File: src/rtl/regs_wb_arbiter.sv
// Write-back arbiter for the 32x32 register file: pipeline has fixed priority, long-latency
// results wait in a 1-entry buffer, and a pending bitmap stalls decode. Optional: WB_BYPASS_EN.
module regs_wb_arbiter #(
  parameter int unsigned STARVE_MAX = 4
) (
  input  logic        clk,
  input  logic        rst_n,
  input  logic        pipe_wen,
  input  logic [4:0]  pipe_waddr,
  input  logic [31:0] pipe_wdata,
  input  logic        lu_issue,
  input  logic [4:0]  lu_issue_rd,
  input  logic        lu_valid,
  input  logic [4:0]  lu_rd,
  input  logic [31:0] lu_data,
  output logic        lu_ready,
  output logic        reg_wen_o,
  output logic [4:0]  reg_waddr_o,
  output logic [31:0] reg_wdata_o,
  input  logic [4:0]  id_rs1,
  input  logic [4:0]  id_rs2,
  input  logic [4:0]  id_rd,
  input  logic        id_valid,
  output logic        stall_o,
  output logic        pipe_hold_o,
  output logic        dbg_state_o
);

  localparam logic [3:0] STARVE_LIM = 4'(STARVE_MAX);

  typedef enum logic {EMPTY = 1'b0, HELD = 1'b1} state_e;
  typedef enum logic [1:0] {SRC_NONE, SRC_PIPE, SRC_BUF, SRC_BYP} src_e;

  state_e      state_q, state_d;
  logic [4:0]  buf_rd_q, buf_rd_d;
  logic [31:0] buf_data_q, buf_data_d;
  logic [31:0] pending_q, pending_d;
  logic [3:0]  starve_q, starve_d;
  src_e        src;
  logic        accept;
  logic        pipe_req;

  // Handshake: a result transfers in any cycle where lu_valid && lu_ready; lu_ready
  // depends only on buffer occupancy, never on lu_valid.
  assign lu_ready    = (state_q == EMPTY);
  assign accept      = lu_valid && lu_ready;
  assign pipe_req    = pipe_wen && (pipe_waddr != 5'd0);
  assign pipe_hold_o = (state_q == HELD) && (starve_q == STARVE_LIM);
  assign dbg_state_o = state_q;

  // pending_q[0] is held at zero, so x0 sources can never stall decode.
  assign stall_o = id_valid && (pending_q[id_rs1] | pending_q[id_rs2] | pending_q[id_rd]);

  always_comb begin
    src = SRC_NONE;
    if (pipe_hold_o) src = SRC_BUF;
    else if (pipe_req) src = SRC_PIPE;
    else if (state_q == HELD) src = SRC_BUF;
`ifdef WB_BYPASS_EN
    else if (accept && (lu_rd != 5'd0)) src = SRC_BYP;
`endif
  end

  always_comb begin
    reg_wen_o   = (src != SRC_NONE);
    reg_waddr_o = 5'd0;
    reg_wdata_o = 32'd0;
    case (src)
      SRC_PIPE: begin reg_waddr_o = pipe_waddr; reg_wdata_o = pipe_wdata; end
      SRC_BUF:  begin reg_waddr_o = buf_rd_q;   reg_wdata_o = buf_data_q; end
      SRC_BYP:  begin reg_waddr_o = lu_rd;      reg_wdata_o = lu_data;    end
      default:  ;
    endcase
  end

  always_comb begin
    state_d    = state_q;
    buf_rd_d   = buf_rd_q;
    buf_data_d = buf_data_q;
    starve_d   = starve_q;
    case (state_q)
      EMPTY: begin
        starve_d = 4'd0;
        // Results to x0 are swallowed here: accepted but never buffered.
        if (accept && (lu_rd != 5'd0) && (src != SRC_BYP)) begin
          state_d    = HELD;
          buf_rd_d   = lu_rd;
          buf_data_d = lu_data;
        end
      end
      HELD: begin
        if (src == SRC_BUF) begin
          state_d  = EMPTY;
          starve_d = 4'd0;
        end else if (starve_q != STARVE_LIM) begin
          starve_d = starve_q + 4'd1;
        end
      end
      default: state_d = EMPTY;
    endcase
  end

  // Clears are applied before the set so a same-cycle set of the same bit wins.
  always_comb begin
    pending_d = pending_q;
    if (src == SRC_BUF) pending_d[buf_rd_q] = 1'b0;
    if (src == SRC_BYP) pending_d[lu_rd] = 1'b0;
    if (lu_issue && !stall_o && (lu_issue_rd != 5'd0)) pending_d[lu_issue_rd] = 1'b1;
    pending_d[0] = 1'b0;
  end

  always_ff @(posedge clk or negedge rst_n) begin
    if (!rst_n) begin
      state_q    <= EMPTY;
      buf_rd_q   <= 5'd0;
      buf_data_q <= 32'd0;
      pending_q  <= 32'd0;
      starve_q   <= 4'd0;
    end else begin
      state_q    <= state_d;
      buf_rd_q   <= buf_rd_d;
      buf_data_q <= buf_data_d;
      pending_q  <= pending_d;
      starve_q   <= starve_d;
    end
  end

endmodule

File: config.mk
export PLATFORM = sky130hd
export DESIGN_NAME = regs_wb_arbiter
export DESIGN_NICKNAME = d
export VERILOG_FILES = /design/src/rtl/regs_wb_arbiter.sv
export SDC_FILE = /design/constraint.sdc
export NUM_CORES = 1
export LEC_CHECK = 0
export BUFFER_PORTS_ARGS = -buffer_cell sky130_fd_sc_hd__buf_2
export CAP_MARGIN = 40
export CELL_PAD_IN_SITES_DETAIL_PLACEMENT = 0
export CELL_PAD_IN_SITES_GLOBAL_PLACEMENT = 2
export CORE_MARGIN = 5
export CORE_UTILIZATION = 28
export DETAILED_ROUTE_END_ITERATION = 10
export GPL_TIMING_DRIVEN = 0
export HOLD_SLACK_MARGIN = 0.05
export PLACE_DENSITY = 0.75
export SLEW_MARGIN = 20
export SYNTH_ARGS = -nofsm -noshare
export SYNTH_HDL_FRONTEND = slang
export SYNTH_SLANG_ARGS = --single-unit
File: constraint.sdc
create_clock -name clk -period 2 [get_ports clk]
set_input_delay 0 -clock clk [delete_from_list [all_inputs] [get_ports clk]]
set_output_delay 0 -clock clk [all_outputs]
set_load 0.1 [all_outputs]
* Yosys cells after proc, flatten, opt, wreduce, memory -nomap -nowiden
Cells that the tools add are included.
Storage, ports and cells: output and inout bits 42, input port bits 100, bits in registers 73
Cells by class: order comparisons 9, add/subtract/negate cells 1, reduce and logical (&&, ||, !) cells 17, bitwise gates (word level) 8, eq/ne operators 7, multiplexer cells 26
Operators with widths (count):
- 32-bit 2-to-1 mux | 3
- 32-bit one-hot mux with 3 select lines | 1
- 32-bit bitwise AND | 2
- 32-bit NOT | 2
- 5-bit by 6-bit less-than comparator with 1-bit output, second input constant | 6
- 32-bit bitwise OR | 1
- 1-bit binary-select mux with 5-bit select | 3
- 1-bit demux with 5-bit select | 3
- 5-bit by 1-bit greater-or-equal comparator with 1-bit output, second input constant | 3
- 5-bit one-hot mux with 3 select lines | 1
- 5-bit nonzero test | 3
- 1-bit logical AND | 11
- 1-bit 2-to-1 mux | 8
- 4-bit 2-to-1 mux | 2
- 4-bit one-hot mux with 2 select lines | 1
- 2-bit 2-to-1 mux | 3
- 4-bit by 1-bit adder with 4-bit output, second input constant | 1
- 2-bit == test, second input constant | 2
- 4-bit by 3-bit == test with 1-bit output, second input constant | 1
- 4-bit by 3-bit inequality test with 1-bit output, second input constant | 1
- 3-bit by 1-bit inequality test with 1-bit output, second input constant | 1
- 2-bit by 1-bit == test with 1-bit output, second input constant | 1
- 2-bit inequality test, second input constant | 1
- 1-bit bitwise OR | 2
- other kinds (5) | 5

* Logic depth before layout (Yosys ltp)
word-level depth 11, gate-level depth with buffers 9

* Least setup slack after synthesis
No wires, ideal clock.
path kind flip-flop to output port, start point register state_q (netlist: dbg_state_o), end point output reg_wdata_o[0], cell stages (with the launch flop) 8, path slack -0.872 ns, path buffers 3, required time 2.000 ns, arrival time 2.872 ns, cell sequence dfrtp_1 > clkbuf_1 > nand4b_1 > o211ai_1 > clkbuf_1 > buf_1 > nand3_1 > nand2_1
On the way: longest elaborated chain between the ends 5, elaborated cells on any way between the ends 8, those cells by class 3 x eq/ne; 4 x mux; 1 x reduce/logical
RTL lines:
- start, declared | line 34 | state_e state_q, state_d;
- start signal, assigned | line 120 | state_q <= state_d;
- 2-bit 2-to-1 mux | line 58 | else if (state_q == HELD) src = SRC_BUF;
- 2-bit 2-to-1 mux | line 57 | else if (pipe_req) src = SRC_PIPE;
- 2-bit 2-to-1 mux * | line 56 | if (pipe_hold_o) src = SRC_BUF;
- 2-bit == test / 2-bit by 1-bit == test with 1-bit output (equally long branches) | line 68 | case (src)
- 32-bit one-hot mux with 3 select lines * | line 68
- end, declared | line 19 | output logic [31:0] reg_wdata_o,
Mark *: on every way between the ends. The rest lies on a longest branch, timed or not.

* Final worst setup path
start point register pending_q[26], end point output stall_o
On the way: longest elaborated chain between the ends 5, elaborated cells on any way between the ends 9, those cells by class 6 x mux; 2 x bitwise; 1 x reduce/logical
RTL lines:
- start, declared | line 37 | logic [31:0] pending_q, pending_d;
- start signal, assigned | line 123 | pending_q <= pending_d;
- 1-bit binary-select mux with 5-bit select | line 52 | assign stall_o = id_valid && (pending_q[id_rs1] | pending_q[id_rs2] | pending_q[id_rd]);
- 1-bit 2-to-1 mux (implied by the code) | line 52
- 1-bit bitwise OR | line 52
- 1-bit bitwise OR * | line 52
- 1-bit logical AND * | line 52
- end, declared | line 24 | output logic stall_o,
Mark *: on every way between the ends. The rest lies on a longest branch, timed or not. The select of a mux whose other input is x is not followed.

==> results.yml <==
grt:
  grt_usage_pct: 19.4
  grt-ovfl-total: 0
  grt_pass1_vias: 5681
  grt_antenna_before_repair: 3
  grt_max_degree: 40
  grt_pass1_wl_mm: 30.8
floorplanning:
  dieHeight_um: 142
  core_um2: 17100
  dieWidth_um: 142
  die-area_um2: 20000
  ios: 142
  start_util_pct: 28.3
  rows: 48
logic_synthesis:
  ys_async_sr_fraction_pct: 100
  synth_area_leaders: "dfrtp_1 38%, nand2_1 9.8%, mux2_2 8.4%"
  synth_fa_ha_area_share_pct: 0.516
  synth_compound_area_share_pct: 15.9
  syn_area_per_cell_um2: 9.13
  syn-cell-area_um2: 4850
  yosys-top-cells-count: "126 x nand2_1, 73 x dfrtp_1, 39 x nand3_1"
  synth_flop_cell: "dfrtp_1"
  yosys.area_share.simple_pct: 21.9
  yosysWarningCount: 0
  synth-seq-cells: 73
  syn-instance-count: 531
  yosys-mux-area-fraction_pct: 18.9
  synth_area_leader_cell: "dfrtp_1"
  yosysMostFrequentCell: "nand2_1"
  syn_nets: 633
  synth_edf_count: 0
  synth_top_family_by_area: "simple AND/OR/NAND/NOR gates"
  synth_top_area_share_pct: 37.7
  ys_seq_area_share_pct: 37.7
  yosysUniqueCellTypes: 49
  synth_xor_area_share_pct: 0.361
cells_and_area:
  multi_input_area_um2: 3710
  layoutNonFillerInstCount: 990
  drive_gt1_share_pct: 50.1
  fillers: 1502
  area_delta_synth_final_pct: 80.3
  fin_area_um2: 8740
  fin_nets: 861
  ff_latch_area_um2: 1830
worst_setup_path:
  cp_max_fo: 4
  worstPathArrival_ns: 2.66
  critPathLaunchType: "register"
  end_kind: "primary output"
  criticalPathCategory: "register to primary output"
  worst_ep_required_time_ns: 2.00
routing:
  wirelength_mm: 19.5
  route.detailed.drc: 0
  drtIter0Drc: 206
  firstDrtPassIters: 4
  ant_nets: 0
  wire_per_inst_um: 19.7
  dr_total_vias: 5079
  vias_per_cell: 5.13
clock_tree:
  clkLatencyLatePin_ns: 0.34
  clockBufferDepth: 2
  cts_tree: "done"
  clk_pin_slew_ns: 0.06
  cts.sinks: 73
  htreeDepth: 3
  cts_buffers: 9
  cts_root_buffer: "clkbuf_16"
outcome:
  status: "finished with violations"
  violations: "negative setup slack"
place:
  gp_congestion: 0.788
  place_hpwl_mm: 13.5
  io_buffers: 131
  placed_area_um2: 6130
  dpl.cell_count: 893
power:
  leakagePower_uw: 0.00366
  p_per_area_nw_per_um2: 1050
  power.total_uw: 9210
  ir_drop_mv: 0.565
sta:
  maxSlewHeadroom_pct: 45.3
  worst_slew_pin_slew_ns: 0.814
  max_freq_ghz: 0.376
  whs_ns: 0.0565
  rsz0062_at_grt: "yes"
  setup_viol: 70
  skew_ns: 0.00570
  period_needed_ns: 2.66
  finalWorstSetupSlack_ns: -0.661
  final.period_utilization_pct: 133
  hold_viol_final: 0
  drv_slew: 0
min_path:
  worstHoldPathType: "primary input to register"
run:
  drv_cap: 0
[critical path, cell delays in order (launching register included)]
cell and delay [ns]:
dfrtp_2 0.44, mux4_2 0.48, and4b_1 0.20, a41oi_2 0.15
nand3_1 0.09, or4_4 0.47, buf_8 0.15, o21a_4 0.19
buf_12 0.16
[flip-flops by register name (all words and copies together), names as in the netlist]
| register | count |
|---|---|
| dbg_state_o | 1 |
| buf_rd_q | 5 |
| buf_data_q | 32 |
| starve_q | 4 |
| pending_q | 31 |
[final cells by class]
class                   instances  area share (%)
well taps                     225            3.22
plain buffers                  40            3.18
clock inverters                 5            1.43
diodes                          1          0.0286
multi-input cells             405            42.5
clock buffers                  11            2.89
flip-flops and latches         73            21.0
inverters                       7           0.343
repair buffers                223            25.5
[cell families after synthesis]
group                    after synthesis
AND/OR/NAND/NOR                      226
adder cells (fa/ha/maj)                2
XOR/XNOR                               2
multiplexers                          63
buffers and inverters                 53
AO/OA/AOI/OAI                        112
flip-flops                            73
[routing by layer]
layer  routed length [um]  GRT usage (%)
met5                   27              0
met4                  357           5.91
met3                 1410           6.13
met2                 9970           34.0
met1                 7710           22.8
[report_power, final]
group          switching [uW]  internal [uW]  leakage [uW]
registers                 588           1970      0.000871
logic                    2480           2110       0.00260
clock network             649           1410      0.000186
total                    3720           5500       0.00366
[metrics by stage]
step	TNS, ns	setup WS, ns	utilization [%]
CTS	-24.96	-0.732	48.8
floorplan	-9.82	-0.336	-
global placement	-28.82	-0.627	35.5
detailed placement	-31.52	-0.614	35.8
finish	-25.35	-0.661	51.1
global route	-32.88	-0.758	51.1
[cells in the final DEF, fill, tap and decap left out, types with 9 or more instances in the layout]
cell,n
nand3_4,28
buf_12,45
o31ai_2,11
dfrtp_1,70
dlygate4sd3_1,41
nand2_1,87
buf_4,18
clkbuf_16,12
o21a_1,23
nor2_1,14
a21oi_1,27
mux4_2,14
buf_6,20
nand2_4,33
mux2_2,36
o31ai_1,9
o31ai_4,12
clkbuf_1,12
buf_2,99
mux2i_1,9
[worst paths after layout]
kind                            slack (ns)              to  depth (start not counted)           start
worst max-delay path                 -0.66         stall_o                          8   pending_q[26]
worst min-delay path                  0.06     buf_rd_q[1]                          4        lu_valid
worst max register to register       -0.62    pending_q[6]                          9   pending_q[26]
worst min register to register        0.53  buf_data_q[20]                          1  buf_data_q[20]
max in group asynchronous             1.24   pending_q[26]                          3           rst_n
min in group asynchronous             0.15   buf_data_q[4]                          2           rst_n
[repair_timing]
action                                 4_1_cts  5_1_grt
cloned                                       1        4
setup endpoints to repair                   89       94
hold buffers                                41        0
endpoints found under the hold margin       93        0
setup buffers                               29       15
pin swaps                                   45       32
gates resized for setup                    283       77
Power figures use the tool's default switching activity.
